===== src/rtl/peaks_pkg.sv =====
// Shared types and constants for the peak readout block: frame layout and
// register addresses of the 8-bit software port.
package peaks_pkg;

  localparam int PEAKS      = 6;
  localparam int FREQ_WIDTH = 8;
  localparam int AMPL_WIDTH = 16;
  localparam int TIME_WIDTH = 16;

  typedef struct packed {
    logic [TIME_WIDTH-1:0]             counter;
    logic [PEAKS-1:0][FREQ_WIDTH-1:0]  freqs;
    logic [PEAKS-1:0][AMPL_WIDTH-1:0]  ampls;
  } peak_frame_t;

  localparam logic [2:0] ADDR_STATUS  = 3'd0;
  localparam logic [2:0] ADDR_SEL     = 3'd1;
  localparam logic [2:0] ADDR_FREQ_LO = 3'd2;
  localparam logic [2:0] ADDR_FREQ_HI = 3'd3;
  localparam logic [2:0] ADDR_AMPL_LO = 3'd4;
  localparam logic [2:0] ADDR_AMPL_HI = 3'd5;
  localparam logic [2:0] ADDR_TIME_LO = 3'd6;
  localparam logic [2:0] ADDR_TIME_HI = 3'd7;

endpackage


===== src/rtl/peak_frame_fifo.sv =====
// Flop-based FIFO of whole peak frames. A push into a full FIFO is accepted
// only when a pop frees the head slot in the same cycle.
module peak_frame_fifo
  import peaks_pkg::*;
#(
  parameter int DEPTH = 8
) (
  input  logic                     clk,
  input  logic                     reset,
  input  logic                     push,
  input  logic                     pop,
  input  peak_frame_t              din,
  output peak_frame_t              head,
  output logic                     full,
  output logic                     empty,
  output logic [$clog2(DEPTH):0]   level
);

  localparam int PW = $clog2(DEPTH);
  localparam int LW = PW + 1;

  peak_frame_t       mem [DEPTH];
  logic [PW-1:0]     wr_ptr;
  logic [PW-1:0]     rd_ptr;
  logic              do_push;
  logic              do_pop;

  assign full    = (level == LW'(DEPTH));
  assign empty   = (level == '0);
  assign do_pop  = pop && !empty;
  assign do_push = push && (!full || do_pop);
  assign head    = mem[rd_ptr];

  always_ff @(posedge clk or posedge reset) begin
    if (reset) begin
      wr_ptr <= '0;
      rd_ptr <= '0;
      level  <= '0;
    end else begin
      if (do_push) wr_ptr <= wr_ptr + PW'(1);
      if (do_pop)  rd_ptr <= rd_ptr + PW'(1);
      case ({do_push, do_pop})
        2'b10:   level <= level + LW'(1);
        2'b01:   level <= level - LW'(1);
        default: level <= level;
      endcase
    end
  end

  // Frame storage carries no reset; contents are meaningless until written.
  always_ff @(posedge clk) begin
    if (do_push) mem[wr_ptr] <= din;
  end

endmodule


===== src/rtl/peaks_readout.sv =====
// Captures peak frames into a FIFO and exposes the head frame to software
// through an 8-bit register port with pop, sticky overflow and level irq.
module peaks_readout
  import peaks_pkg::*;
#(
  parameter int DEPTH = 8
) (
  input  logic                        clk,
  input  logic                        reset,
  input  logic                        valid_in,
  input  logic [PEAKS*AMPL_WIDTH-1:0] amplitudes_in,
  input  logic [PEAKS*FREQ_WIDTH-1:0] freqs_in,
  input  logic [TIME_WIDTH-1:0]       counter_in,
  input  logic                        chipselect,
  input  logic                        write,
  input  logic [2:0]                  address,
  input  logic [7:0]                  writedata,
  output logic [7:0]                  readdata,
  output logic                        irq
);

  localparam int LW = $clog2(DEPTH) + 1;

  peak_frame_t            frame_in;
  peak_frame_t            head;
  logic                   full;
  logic                   empty;
  logic [LW-1:0]          level;
  logic                   overflow;
  logic [7:0]             peak_sel;
  logic                   wr_en;
  logic                   rd_en;
  logic                   pop_req;
  logic                   clr_ovf;
  logic                   ovf_set;
  logic [FREQ_WIDTH-1:0]  freq_sel;
  logic [AMPL_WIDTH-1:0]  ampl_sel;
  logic [15:0]            freq16;
  logic [15:0]            ampl16;
  logic [15:0]            time16;
  logic                   sel_ok;
  logic [7:0]             rdata;

  always_comb begin
    frame_in         = '0;
    frame_in.counter = counter_in;
    for (int i = 0; i < PEAKS; i++) begin
      frame_in.freqs[i] = freqs_in[i*FREQ_WIDTH +: FREQ_WIDTH];
      frame_in.ampls[i] = amplitudes_in[i*AMPL_WIDTH +: AMPL_WIDTH];
    end
  end

  assign wr_en   = chipselect && write;
  assign rd_en   = chipselect && !write;
  assign pop_req = wr_en && (address == ADDR_STATUS) && writedata[0];
  assign clr_ovf = wr_en && (address == ADDR_STATUS) && writedata[1];
  // A full FIFO can still take a frame if software pops in the same cycle.
  assign ovf_set = valid_in && full && !pop_req;

  peak_frame_fifo #(
    .DEPTH (DEPTH)
  ) u_fifo (
    .clk   (clk),
    .reset (reset),
    .push  (valid_in),
    .pop   (pop_req),
    .din   (frame_in),
    .head  (head),
    .full  (full),
    .empty (empty),
    .level (level)
  );

  always_comb begin
    freq_sel = '0;
    ampl_sel = '0;
    for (int i = 0; i < PEAKS; i++) begin
      if (peak_sel == 8'(i)) begin
        freq_sel = head.freqs[i];
        ampl_sel = head.ampls[i];
      end
    end
  end

  assign sel_ok = (peak_sel < 8'(PEAKS));
  assign freq16 = 16'(freq_sel);
  assign ampl16 = 16'(ampl_sel);
  assign time16 = 16'(head.counter);

  always_comb begin
    rdata = '0;
    case (address)
      ADDR_STATUS:  rdata = {overflow, empty, 6'(level)};
      ADDR_SEL:     rdata = peak_sel;
      ADDR_FREQ_LO: if (!empty && sel_ok) rdata = freq16[7:0];
      ADDR_FREQ_HI: if (!empty && sel_ok) rdata = freq16[15:8];
      ADDR_AMPL_LO: if (!empty && sel_ok) rdata = ampl16[7:0];
      ADDR_AMPL_HI: if (!empty && sel_ok) rdata = ampl16[15:8];
      ADDR_TIME_LO: if (!empty) rdata = time16[7:0];
      ADDR_TIME_HI: if (!empty) rdata = time16[15:8];
      default:      rdata = '0;
    endcase
  end

  always_ff @(posedge clk or posedge reset) begin
    if (reset) begin
      overflow <= 1'b0;
      peak_sel <= '0;
      readdata <= '0;
      irq      <= 1'b0;
    end else begin
      irq <= (level != '0);
      if (ovf_set)      overflow <= 1'b1;
      else if (clr_ovf) overflow <= 1'b0;
      if (wr_en && (address == ADDR_SEL)) peak_sel <= writedata;
      if (rd_en) readdata <= rdata;
    end
  end

endmodule


===== config.mk =====
export PLATFORM = sky130hd
export DESIGN_NAME = peaks_readout
export DESIGN_NICKNAME = d
export VERILOG_FILES = /design/src/rtl/peaks_pkg.sv /design/src/rtl/peak_frame_fifo.sv /design/src/rtl/peaks_readout.sv
export SDC_FILE = /design/constraint.sdc
export NUM_CORES = 1
export LEC_CHECK = 0
export CORE_MARGIN = 10
export CORE_UTILIZATION = 43
export CTS_CLUSTER_SIZE = 8
export DETAILED_ROUTE_END_ITERATION = 10
export GPL_TIMING_DRIVEN = 0
export PLACE_DENSITY_LB_ADDON = 0.05
export SYNTH_ARGS = -nofsm -noshare
export SYNTH_HDL_FRONTEND = slang
export SYNTH_SLANG_ARGS = --single-unit

===== constraint.sdc =====
create_clock -name clk -period 16.6 [get_ports clk]
set_input_delay 2.49 -clock clk [delete_from_list [all_inputs] [get_ports clk]]
set_output_delay 2.49 -clock clk [all_outputs]
set_load 0.05 [all_outputs]

==> summary.txt <==
Timing
  – Min Tclk post-route: 6.82 ns
  – Worst-margin pin slew: 1.46 ns
  – RSZ-0062 raised after global routing: false
  – Final setup violating endpoints: 0
  – Max-slew violation count: 0
  – Max Clock Skew: 0.0163 ns
  – Final hold vios: 0
  – Relative slew slack: 2.38%
  – Final period utilization: 41.1%
  – Post-route worst setup slack: 9.78 ns
  – Max frequency: 0.147 GHz

Power
  – Reg power frac: 41.5%
  – Switching portion of total power: 30.1%
  – Leak pwr: 19.6 nW
  – Total Power: 10.2 mW
  – Pwr Density: 168 mW/mm²
  – Internal Power: 7.16 mW
  – Peak supply drop: 110 µV
  – Clock Power Share: 31.9%
  – Logic pwr share: 26.6%
  – P_sw: 3.08 mW

Global route
  – Vias in the first global route: 27200
  – Grt ovf: 0
  – First-pass GRT wire length: 219 mm
  – Antenna violations before repair: 27
  – Gr usage total: 24.1%
  – Largest net degree at the start of global routing: 29

Setup path
  – CP max FO: 10
  – Reg2Reg Depth: 9
  – Setup CP Type: in -> reg
  – CP Data Arrival Time: 7.28 ns
  – Crit. End Element: flop
  – WP data required: 17.06 ns
  – Critical path launch point type: primary input

Placement
  – Port Buf Inserts: 184
  – Worst slack, placed: 9.12 ns
  – Placer Congestion: 0.821
  – Detailed Place HPWL: 108 mm

Clock network
  – CTS tree: yes
  – Post-CTS Setup Repair Bufs: 0
  – CTS clk-pin slew, worst paths: 0.05 ns
  – Root Buffer: clkbuf_16
  – Max clock buf depth: 3
  – Num CTS Buffers: 181
  – H-tree Lvls: 4
  – Hold Buf Count CTS: 0
  – Clk sinks: 1308
  – Clock latency on the worst-skew pair: 0.77 ns
  – Post-CTS sizing: 0

Drt
  – Total wire length: 161 mm
  – First drt pass iteration count: 6
  – Routed wire per std cell: 36.6 µm
  – Drt initial violations: 3341
  – DRC: 0
  – Via count: 26800
  – Post-route ant nets: 0
  – DR vias/cell: 6.10

Final layout
  – Area grow syn2layout: 20.1%
  – Layout net count: 3003
  – Area of the multi-input gates: 0.0108 mm²
  – FILL cells: 9198
  – Sequential cell area: 0.0391 mm²
  – Commonest non-fill, non-tap cell in the layout: edfxtp_1
  – Layout cells sized above 1: 23.2%
  – Final Util: 52.2%
  – Most frequent cells in the layout: 1280 x edfxtp_1, 255 x mux4_2, 184 x clkdlybuf4s50_1

Logic synthesis
  – Syn Area/Cell: 21.5 µm²
  – FFs w/ async S/R, synth: 2.14%
  – Cell Area, Synth: 0.0508 mm²
  – Synth Instances: 2361
  – Main area contributors after synthesis: edfxtp_1 76%, mux4_2 11%, mux2i_1 2.9%, dfrtp_1 1.4%, a22oi_1 0.77%
  – Synthesis Warnings: 0
  – Syn_nets: 2543
  – Yosys reg bits: 1308
  – Unique masters post-synth: 69
  – Post-synthesis sequential area ratio: 77.1%
  – Yosys top cell by area: edfxtp_1
  – Ys flop type: edfxtp_1
  – Post-synth EDFFs: 1280
  – Top cell type's share of synthesized area: 75.7%

Min path
  – Hold Crit Depth: 1
  – Hold crit path type: reg -> reg

Floorplan
  – Die height: 364 µm
  – Row count: 125
  – Starting Density: 43.5%
  – Core footprint: 0.117 mm²
  – Number of top-level pins: 185
  – Die ar.: 0.132 mm²
  – Die Wd: 364 µm

Status
  – Status: completed

Job
  – Max_cap viols: 0
critical path, cell delays in order:
cell and delay, ns:
clkdlybuf4s50_1 0.54, buf_4 0.24, nor3_1 0.93, nand4_1 0.23, and3_1 0.27, nor2b_1 0.33, nand2_1 0.30, nor3_2 0.73
buf_6 0.28, buf_6 0.19, buf_6 0.16, buf_6 0.17, buf_6 0.19, buf_6 0.19
stage by stage:
stage	cell area, µm²	TNS [ns]	std cells	hold WS (ns)
2_1_floorplan	50800	0	2361	0.467
3_3_place_gp	54500	-8742.80	4069	0.495
3_5_place_dp	56100	0	4162	0.499
4_1_cts	60900	0	4385	0.514
5_1_grt	60900	0	4385	0.536
6_report	60900	0	4390	0.519
cell families (layout without fill, tap and decap cells):
| kind of cell | after synthesis | after routing | share of synthesized area [%] |
|---|---|---|---|
| XOR/XNOR | 7 | 7 | 0.121 |
| other | 0 | 5 | 0 |
| AO/OA/AOI/OAI | 256 | 256 | 3.59 |
| flip-flops | 1308 | 1308 | 77.1 |
| multiplexers | 434 | 434 | 15.3 |
| adder cells (fa/ha/maj) | 6 | 6 | 0.163 |
| buffers and inverters | 134 | 634 | 1.67 |
| AND/OR/NAND/NOR | 216 | 216 | 2.09 |
layout make-up:
type / count / share of cell area (%)
Sequential cell: 1308 / 64.2
Multi-Input combinational cell: 919 / 17.8
Clock buffer: 208 / 7.63
Timing Repair Buffer: 277 / 5.48
Tap cell: 1524 / 3.13
Buffer: 127 / 1.35
Clock inverter: 15 / 0.372
Inverter: 7 / 0.0431
Antenna cell: 5 / 0.0205
flip-flops by register name (all words and copies together) (netlist names):
name	cells
u_fifo.mem	1280
peak_sel	8
readdata	8
u_fifo.level	4
u_fifo.rd_ptr	3
u_fifo.wr_ptr	3
irq	1
overflow	1
path summary, 6_finish.rpt:
| kind | slack [ns] | startpoint | to |
|---|---|---|---|
| min | 0.52 | overflow | overflow |
| max reg2reg | 11.25 | u_fifo.rd_ptr[1] | readdata[6] |
| max in group asynchronous | 13.87 | reset | peak_sel[7] |
| min in group asynchronous | 2.20 | reset | irq |
| max | 9.78 | address[2] | u_fifo.mem[1][19] |
| min reg2reg | 0.52 | overflow | overflow |
cell usage after synthesis, drive strengths merged, types with 12 or more instances:
cell type,number
a211oi,13
a21oi,46
a221oi,17
a22o,12
a22oi,52
buf,83
clkbuf,44
dfrtp,28
edfxtp,1280
mux2,21
mux2i,147
mux4,266
nand2,76
nand3,24
nor2,48
o21ai,26
o22ai,18
power by group through the flow:
| stage | combinational (mW) | sequential (mW) | clock [mW] |
|---|---|---|---|
| CTS | 2.76 | 4.25 | 3.33 |
| global placement | 2.57 | 4.63 | 0 |
| floorplan | 1.52 | 4.42 | 0 |
| global route | 2.84 | 4.27 | 3.47 |
| detailed placement | 2.76 | 4.31 | 0 |
| finish | 2.72 | 4.25 | 3.27 |
per-layer routing:
| metal | up-vias | track usage [%] | share of wire, % |
|---|---|---|---|
| met2 | 1250 | 38.1 | 47 |
| met1 | 14400 | 32.9 | 41 |
| li1 | 10900 | - | - |
| met4 | 22 | 7.32 | 2.9 |
| met5 | - | 0 | 0.083 |
| met3 | 279 | 6.03 | 8.7 |
(Power assumes the default switching activity.)
